==> config.mk <==
export PLATFORM = sky130hd
export DESIGN_NAME = alu_mul_sequencer
export DESIGN_NICKNAME = d
export VERILOG_FILES = /design/src/rtl/alu_pkg.sv /design/src/rtl/alu_operand_mux.sv /design/src/rtl/alu_mul_sequencer.sv
export SDC_FILE = /design/constraint.sdc
export NUM_CORES = 1
export LEC_CHECK = 0
export BUFFER_PORTS_ARGS = -buffer_cell sky130_fd_sc_hd__buf_2
export CELL_PAD_IN_SITES_DETAIL_PLACEMENT = 1
export CELL_PAD_IN_SITES_GLOBAL_PLACEMENT = 1
export CORE_UTILIZATION = 37
export CTS_BUF_LIST = sky130_fd_sc_hd__clkbuf_8 sky130_fd_sc_hd__clkbuf_16
export DETAILED_ROUTE_END_ITERATION = 10
export PLACE_DENSITY_LB_ADDON = 0.1
export SLEW_MARGIN = 40
export SYNTH_ARGS = -nofsm -noshare
export SYNTH_HDL_FRONTEND = slang
export SYNTH_SLANG_ARGS = --single-unit
==> constraint.sdc <==
create_clock -name clk -period 4 [get_ports clk]
set_clock_uncertainty 0.1 [all_clocks]
set_input_delay 0.8 -clock clk [delete_from_list [all_inputs] [get_ports clk]]
set_output_delay 0.8 -clock clk [all_outputs]
set_load 0.005 [all_outputs]
==> src/rtl/alu_pkg.sv <==
// Shared ALU opcodes and multiply-sequencer state encoding for the EX stage.
package alu_pkg;

    localparam logic [2:0] ALU_ADD = 3'b000;
    localparam logic [2:0] ALU_SUB = 3'b001;
    localparam logic [2:0] ALU_OR  = 3'b010;
    localparam logic [2:0] ALU_NOR = 3'b011;
    localparam logic [2:0] ALU_AND = 3'b100;

    typedef enum logic [1:0] {
        IDLE = 2'd0,
        RUN  = 2'd1,
        DONE = 2'd2
    } mul_state_e;

endpackage

==> src/rtl/alu_operand_mux.sv <==
// Selects who drives the shared ALU: the multiply sequencer or the EX pipeline.
module alu_operand_mux #(
    parameter int WIDTH = 32
) (
    input  logic             sel,
    input  logic [2:0]       seq_op,
    input  logic [WIDTH-1:0] seq_a,
    input  logic [WIDTH-1:0] seq_b,
    input  logic [2:0]       pipe_op,
    input  logic [WIDTH-1:0] pipe_a,
    input  logic [WIDTH-1:0] pipe_b,
    output logic [2:0]       op,
    output logic [WIDTH-1:0] a,
    output logic [WIDTH-1:0] b
);

    // Pure combinational steering; pipeline path has no added latency.
    always_comb begin
        op = sel ? seq_op : pipe_op;
        a  = sel ? seq_a  : pipe_a;
        b  = sel ? seq_b  : pipe_b;
    end

endmodule

==> src/rtl/alu_mul_sequencer.sv <==
// Shift-and-add multiplier that borrows the EX-stage ALU adder one bit per
// cycle, stalling the pipeline while it owns the ALU.
module alu_mul_sequencer
    import alu_pkg::*;
#(
    parameter int WIDTH = 32,
    parameter int CNT_W = 5
) (
    input  logic             clk,
    input  logic             reset,
    input  logic             start,
    input  logic [WIDTH-1:0] op_a,
    input  logic [WIDTH-1:0] op_b,
    input  logic [2:0]       ex_aluop,
    input  logic [WIDTH-1:0] ex_busa,
    input  logic [WIDTH-1:0] ex_busb,
    input  logic [WIDTH-1:0] alu_res,
    output logic [2:0]       alu_op,
    output logic [WIDTH-1:0] alu_a,
    output logic [WIDTH-1:0] alu_b,
    output logic             busy,
    output logic             stall,
    output logic             done,
    output logic [WIDTH-1:0] product
);

    mul_state_e       state, state_next;
    logic [WIDTH-1:0] acc, acc_next;
    logic [WIDTH-1:0] mcand, mcand_next;
    logic [WIDTH-1:0] mplier, mplier_next;
    logic [WIDTH-1:0] prod_q, prod_next;
    logic [CNT_W-1:0] cnt, cnt_next;
    logic [WIDTH-1:0] acc_step;

    // State and datapath registers; reset abandons any multiply in flight.
    always_ff @(posedge clk) begin
        if (reset) begin
            state  <= IDLE;
            acc    <= '0;
            mcand  <= '0;
            mplier <= '0;
            cnt    <= '0;
            prod_q <= '0;
        end else begin
            state  <= state_next;
            acc    <= acc_next;
            mcand  <= mcand_next;
            mplier <= mplier_next;
            cnt    <= cnt_next;
            prod_q <= prod_next;
        end
    end

    // Next-state and datapath update; the ALU sum (acc + mcand) is only
    // kept when the current multiplier LSB is set.
    always_comb begin
        state_next  = state;
        acc_next    = acc;
        mcand_next  = mcand;
        mplier_next = mplier;
        cnt_next    = cnt;
        prod_next   = prod_q;
        acc_step    = mplier[0] ? alu_res : acc;
        case (state)
            IDLE: begin
                if (start) begin
                    acc_next    = '0;
                    mcand_next  = op_a;
                    mplier_next = op_b;
                    cnt_next    = '0;
                    if (op_b == '0) begin
                        state_next = DONE;
                        prod_next  = '0;
                    end else begin
                        state_next = RUN;
                    end
                end
            end
            RUN: begin
                acc_next    = acc_step;
                mcand_next  = mcand << 1;
                mplier_next = mplier >> 1;
                cnt_next    = cnt + 1'b1;
                // Stop early once no multiplier bits remain above this one.
                if ((mplier >> 1) == '0 || cnt == CNT_W'(WIDTH - 1)) begin
                    state_next = DONE;
                    prod_next  = acc_step;
                end
            end
            DONE:    state_next = IDLE;
            default: state_next = IDLE;
        endcase
    end

    // Status outputs decoded straight from state; stall also covers the
    // request cycle so the pipeline freezes before the ALU is taken.
    always_comb begin
        busy    = (state == RUN);
        done    = (state == DONE);
        stall   = busy | (start & (state == IDLE));
        product = prod_q;
    end

    alu_operand_mux #(.WIDTH(WIDTH)) u_mux (
        .sel     (busy),
        .seq_op  (ALU_ADD),
        .seq_a   (acc),
        .seq_b   (mcand),
        .pipe_op (ex_aluop),
        .pipe_a  (ex_busa),
        .pipe_b  (ex_busb),
        .op      (alu_op),
        .a       (alu_a),
        .b       (alu_b)
    );

endmodule

; ---- Yosys cells after proc, flatten, opt, wreduce, memory -nomap -nowiden
; Cells that the tools add are included.
[word_totals]
latch_bits = 0
memories = 0
ram_bits = 0
mem_bits_ro = 0
out_inout_bits = 102
register_bits = 135
in_bits = 166
wordCells = 43
[classes]
n_addsub = 1
shift = 0
n_eq_ne = 6
muxes = 20
bitwise = 2
n_reduce_logical = 8
magnitude_cmp = 0
div_mod_pow = 0
n_mul = 0
[ops]
columns = cell, n
row1 = $mux W32, 9
row2 = $pmux W32 S2, 4
row3 = $logic_not A32 Y1, 2
row4 = $pmux W5 S2, 1
row5 = $mux W2, 3
row6 = $ne A2 B2 Y1 const B, 3
row7 = $add A5 B1 Y5 const B, 1
row8 = $eq A5 B5 Y1 const B, 1
row9 = $mux W5, 1
row10 = $pmux W2 S2, 1
row11 = $reduce_and A2 Y1, 2
row12 = $reduce_and A4 Y1, 1
row13 = $mux W3, 1
row14 = $eq A2 B1 Y1 const B, 1
row15 = $eq A2 B2 Y1 const B, 1
row16 = $logic_not A2 Y1, 1
row17 = $reduce_bool A2 Y1, 1
row18 = $and A1 B1 Y1, 1
row19 = $logic_or A1 B1 Y1, 1
row20 = $or A1 B1 Y1, 1

; ---- Depth between registers and ports, before layout
; Gate-level depths: netlist of the first run.
[logic_depth]
word_depth = 4
depth_mapped = 9
depth_no_buf = 7

; ---- Modules after synthesis
; From an unflattened synthesis of the first run, not the netlist that was laid out.
[hier_totals]
cells_unflattened = 815
hier_area_um2 = 6795.3
[modules_own_cells]
columns = mod, cells_per_inst, n_inst, area_each_um2, seq_area_each_um2
row1 = alu_mul_sequencer, 741, 1, 5871.9, 2702.6
row2 = alu_operand_mux, 74, 1, 923.4, 0.0

; ---- Least setup slack after synthesis of the first run
; Ideal clock, no wire load.
[synth_timing]
path_kind = input to output
start = in start
end = out stall
cell_stages = 3
path_slack_ns = 1.784
path_buffers = 1
required_time_ns = 3.100
arrival_time_ns = 1.316
path_cell_list = o21ai_2 -> inv_2 -> clkbuf_1
[synth_via]
elab_chain_cells = 2
[synth_lines]
columns = item, line
row1 = "start, declared", alu_mul_sequencer.sv:11  ; input logic start,
row2 = $and A1 B1 Y1, alu_mul_sequencer.sv:100  ; stall = busy | (start & (state == IDLE));
row3 = $or A1 B1 Y1, alu_mul_sequencer.sv:100
row4 = "end, declared", alu_mul_sequencer.sv:22  ; output logic stall,
; No other way between the ends.

; ---- Worst setup path after layout of the first run
[layout_timing]
start = reg state[1]
end = out alu_a[18]
[layout_via]
elab_chain_cells = 2
[layout_lines]
columns = item, line
row1 = "start, declared", alu_mul_sequencer.sv:27  ; mul_state_e state, state_next;
row2 = "start signal, assigned", alu_mul_sequencer.sv:45  ; state <= state_next;
row3 = $eq A2 B1 Y1, alu_mul_sequencer.sv:98  ; busy = (state == RUN);
row4 = $mux W32, alu_operand_mux.sv:20  ; a = sel ? seq_a : pipe_a;
row5 = "end, declared", alu_mul_sequencer.sv:19  ; output logic [WIDTH-1:0] alu_a,
; No other way between the ends.

==> metrics, run 1 <==
status=completed; most frequent cells in the layout=278 x nand2_1, 266 x buf_2, 170 x nor2_1, 134 x dfxtp_1, 69 x a21oi_1; Die Wd=142.2 um; CP Launch Point=state[1]; Data arrival, critical path=2140 ps; Layout area overhead=28.47%; Via density=5.233; Critical Path Source Type=flip-flop; first-pass GRT wire length=39.44 mm; worst slew pin tran=805.9 ps; Synth Register Bits=135; number of standard cells after synthesis=1019; vias in the first global route=7721; reg2reg end=cnt[2]; biggest area consumer among synthesized cells=dfxtp_1; Clock Sinks=135; hold path cells=2; min-delay src=product[19]; drt wl/cell=16.66 um; period utilization=0.7592; max-cap violations=0; Setup Fix Bufs, Post-CTS=0; CP required=3100 ps; grt total ovfl=0; Setup WS post-layout=963.3 ps; gr usage total=0.2474; FP Rows=50; # DRC=0; H-tree levels=4; Clock Latency Late Sink=420 ps; CTS buffer count=17; Synth Net Count=1187; Post-CTS Resized=0; antenna violations before repair=3; die area=20230 um2; Port Buf Inserts=267; setup_tns=0 ps; synthesized area=7274 um2; hold crit path type=flip-flop to flip-flop; sequential area share after synthesis=0.3715; post-synthesis area per instance=7.139 um2; clock period minus worst slack=3037 ps; largest net degree at the start of global routing=101; Critical Path End Type=output pin; maximum vdd drop=0.0002936 V; post-synth cell types=35; Fmax=329.3 MHz; final WL=25.06 mm; WHS=367.9 ps; final setup fails=0; slew margin rel.=0.4628; Bufs on Longest Clock Path=2; final RePlAce weighted congestion=0.7950; Initial DRT Pass Iterations=4; Ys Warns=0; core area=18960 um2; dpl hpwl=16.13 mm; ranking of synthesized cells by area=dfxtp_1 37%, nand2_1 14%, nor2_1 8.8%; WHS Endpoint=product[19]; CTS clk-pin slew, worst paths=60 ps; most common cell after layout, fill and taps aside=nand2_1; Critical Path Fanout Max=43; post-place setup slack=1384 ps; share of the synthesized area in the top cell type=0.3715; TritonCTS clock tree=done; fin nets=1396; critical path class=flip-flop to output pin; Routed Antenna Nets=0; 1st-iter DRT viols=339; fraction of layout cells with a size suffix above 1=0.3151; PwrDens=436.5 nW/um2; # IOs=268; root buffer cell=clkbuf_16; Initial Util=0.3838; Hold Buf Count CTS=0; leakage=4.296 nW; Vias=7870; worst r2r path cells=7; Final Max Slew Viols=0; final hold violations=0; fillcell total=2516; RSZ-0062 raised after global routing=no; Critical R2R Launch=state[0]; Reg2Reg Setup Slack=1570 ps; Die H=142.2 um
[worst max-delay path, stage by stage, from the launching register on]
cell	delay, ps
dfxtp_1	320
nand2b_2	130
clkinv_2	510
buf_4	450
nand2_1	120
nand2_1	60
buf_2	130
[synthesized netlist by cell type, drive strengths merged]
cell / count
nand3: 1
a22oi: 3
and3: 1
o21a: 2
a2bb2oi: 37
nor4: 16
nand2b: 1
buf: 33
a221oi: 1
a32oi: 1
a21oi: 69
dfxtp: 135
a21o: 1
inv: 5
o31ai: 32
a211oi: 24
nor2: 171
ha: 2
o21ai: 28
nand2: 278
nor3: 40
nor2b: 2
mux2: 32
nand4: 36
nor3b: 2
and2: 3
clkbuf: 63
[worst max path at each step]
stage,end,slack (ps),depth (start not counted)
after floorplan,stall,1780,3
after global placement,product[2],1250,6
after detailed placement,alu_a[18],1380,6
after CTS,alu_a[18],930,6
after global routing,alu_a[18],820,6
final,alu_a[18],960,6
[per-stage QoR]
stage,power (mW),utilization,cells,instance area (um2)
detailed placement,2.424,0.4582,1468,8686
CTS,4.131,0.4916,1500,9318
finish,4.079,0.4930,1504,9345
floorplan,2.106,-,1019,7274
global route,4.287,0.4929,1503,9343
global placement,2.404,0.4572,1468,8666
[logic make-up after synthesis]
kind of cell,Yosys count,share of synthesized area
muxes,32,0.04954
AOI/OAI and AO/OA,198,0.1980
adders and majority gates,2,0.003439
DFF,135,0.3715
buffers and inverters,101,0.06106
and+or+nand+nor,551,0.3165
[final cells by class]
class	count	area (um2)	share of cell area
Tap cell	260	325.3	0.03481
Clock buffer	19	452.9	0.04847
Timing Repair Buffer	286	1501	0.1607
Multi-Input combinational cell	783	4153	0.4444
Clock inverter	13	178.9	0.01915
Antenna cell	3	7.507	0.0008033
Sequential cell	135	2706	0.2896
Inverter	5	20.02	0.002142
[power breakdown]
group	internal, mW	switching (mW)	total [mW]
clock	1.07	0.612	1.69
sequential	1.45	0.0834	1.53
combinational	0.354	0.511	0.865
total	2.87	1.21	4.08
[state kept, by name, summed over array words and instances, names as in the netlist]
signal   cells
acc         32
mcand       32
mplier      32
product     32
cnt          5
state        2
[metal layers]
metal  GRT usage  wire length, um  vias to the layer above
met2      0.4319            12140                      207
met5           0               11                        -
met3     0.04879             1309                       24
met4     0.07583              436                        2
li1            -                -                     3900
met1      0.3054            11170                     3737
Note: power is estimated with default switching activity, not from simulation.
==> inputs of run 2 (changes only) <==
CORE_UTILIZATION = 35   (was 37)
clock period = 3 ns   (was 4 ns; I/O delays follow)
==> run 2 against run 1 <==
  * Die area up 5.6%
  * Combinational power up 34%
  * Via count up 0.15%
  * Register-to-register slack worse by 790 ps
  * Clock power up 30%
  * Power up 33%
  * Sequential share of layout area down 0.15 points
  * Critical path depth unchanged
  * Cell area up 0.52%
==> metrics, run 2 (synthesis gave the netlist of run 1 again) <==
status=completed (unchanged); Die Wd=146.2 um (was 142.2 um); Hold Buf Count CTS=0 (unchanged); setup_tns=0 ps (unchanged); Setup WS post-layout=193.3 ps (was 963.3 ps); FP Rows=52 (was 50); Critical Path Source Type=flip-flop (unchanged); 1st-iter DRT viols=414 (was 339); Die H=146.2 um (was 142.2 um); PwrDens=575.7 nW/um2 (was 436.5 nW/um2); H-tree levels=4 (unchanged); Bufs on Longest Clock Path=2 (unchanged); die area=21360 um2 (was 20230 um2); worst-path cell chain=nand2b_2 -> clkinv_2 -> buf_4 -> nand2_1 -> nand2_1 -> buf_2 (unchanged); Data arrival, critical path=2110 ps (was 2140 ps); TritonCTS clock tree=done (unchanged); antenna violations before repair=3 (unchanged); # DRC=0 (unchanged); final setup fails=0 (unchanged); slew margin rel.=0.4883 (was 0.4628); hold crit path type=flip-flop to flip-flop (unchanged); crit-path max cell delay=420 ps (was 510 ps); Initial DRT Pass Iterations=4 (unchanged); register share of total power=0.379 (was 0.375); switching share of power=0.3022 (was 0.2957); most frequent CP cell=nand2_1 (unchanged); final std cells w/o fill=1515 (was 1504); gr usage total=0.2372 (was 0.2474); Initial Util=0.3584 (was 0.3838); core area=20300 um2 (was 18960 um2); slowest cell on the critical path=dfxtp_4 (was clkinv_2); Routed Antenna Nets=0 (unchanged); Buf/Inv on CP=3 (unchanged); Post-CTS Resized=0 (unchanged); maximum vdd drop=0.0004498 V (was 0.0002936 V); fraction of layout cells with a size suffix above 1=0.3172 (was 0.3151); RSZ-0062 raised after global routing=no (unchanged); vias in the first global route=7909 (was 7721); CTS buffer count=17 (unchanged); CP delay by family, top=buffers and inverters (unchanged); Port Buf Inserts=267 (unchanged); Clock Sinks=135 (unchanged); final hold violations=0 (unchanged); Final Max Slew Viols=0 (unchanged); final RePlAce weighted congestion=0.7771 (was 0.7950); most frequent cells in the layout=278 x nand2_1, 266 x buf_2, 170 x nor2_1, 134 x dfxtp_1, 69 x a21oi_1 (unchanged); Setup Fix Bufs, Post-CTS=0 (unchanged); post-place setup slack=596.0 ps (was 1384 ps); worst slew pin tran=766.4 ps (was 805.9 ps); CP required=2300 ps (was 3100 ps); # IOs=268 (unchanged); largest net degree at the start of global routing=71 (was 101); leakage=4.298 nW (was 4.296 nW); Via density=5.203 (was 5.233); root buffer cell=clkbuf_16 (unchanged); Critical Path Fanout Max=17 (was 43); drt wl/cell=16.65 um (was 16.66 um); clock period minus worst slack=2807 ps; Pwr Total=5.408 mW (was 4.079 mW); dpl hpwl=16.51 mm (was 16.13 mm); most common cell after layout, fill and taps aside=nand2_1 (unchanged); period utilization=0.9356; WHS=365.9 ps (was 367.9 ps); grt total ovfl=0 (unchanged); max-cap violations=0 (unchanged); final WL=25.22 mm (was 25.06 mm); Critical Path End Type=output pin (unchanged); first-pass GRT wire length=40.91 mm (was 39.44 mm); Clock Latency Late Sink=420 ps (about the same); Fmax=356.3 MHz; fin nets=1397 (was 1396); placed insts=1480 (was 1468); Gate power share=0.215 (was 0.212); internal power=3.774 mW (was 2.873 mW); CTS clk-pin slew, worst paths=60 ps (about the same); Clk pwr share=0.406 (was 0.413); Vias=7882 (was 7870); critical path class=flip-flop to output pin (unchanged); Layout area overhead=29.14% (was 28.47%); sw power=1.634 mW (was 1.206 mW)
## run 2: power by group through the flow
stage	clock network [mW]	registers [mW]	logic (mW)
final	2.20	2.05	1.16
after global routing	2.34	2.07	1.30
after CTS	2.25	2.05	1.18
after detailed placement	0	2.09	1.17
after global placement	0	2.08	1.15
after floorplan	0	2.04	0.769
## run 2: worst paths after layout
path	start	end	slack (ps)	cells past startpoint
setup reg to reg	cnt[0]	product[0]	780	8
hold reg to reg	product[18]	product[18]	370	2
hold / removal	product[18]	product[18]	370	2
setup / recovery	state[0]	alu_b[26]	190	6
## run 2: cell type report
class	instances	area, um2
flip-flops and latches	135	2706
inverters	5	20.02
clock inverters	13	167.7
diodes	3	7.507
well taps	270	337.8
fillers	2672	10910
multi-input cells	783	4146
repair buffers	287	1555
clock buffers	19	452.9
## run 2: layer usage
| metal | part of all wire | up-vias | wire (um) | global-route usage |
|---|---|---|---|---|
| met5 | 0 | - | 0 | 0 |
| met4 | 0.012 | 0 | 314 | 0.06198 |
| met3 | 0.043 | 20 | 1074 | 0.04750 |
| met2 | 0.49 | 187 | 12350 | 0.4074 |
| met1 | 0.46 | 3778 | 11480 | 0.3017 |
| li1 | - | 3897 | - | - |
## run 2: metrics by stage
| step | area [um2] | utilization |
|---|---|---|
| 2_1_floorplan | 7274 | - |
| 3_3_place_gp | 8756 | 0.4313 |
| 3_5_place_dp | 8766 | 0.4318 |
| 4_1_cts | 9387 | 0.4624 |
| 5_1_grt | 9392 | 0.4626 |
| 6_report | 9394 | 0.4628 |
## run 2: worst reg2reg max path, stage by stage, from the launching register on
cell     delay [ps]
dfxtp_1         330
ha_1            220
and3_1          200
ha_1            190
nor2_2          140
o21a_2          410
buf_12          270
o31ai_1         110
a21oi_1         170
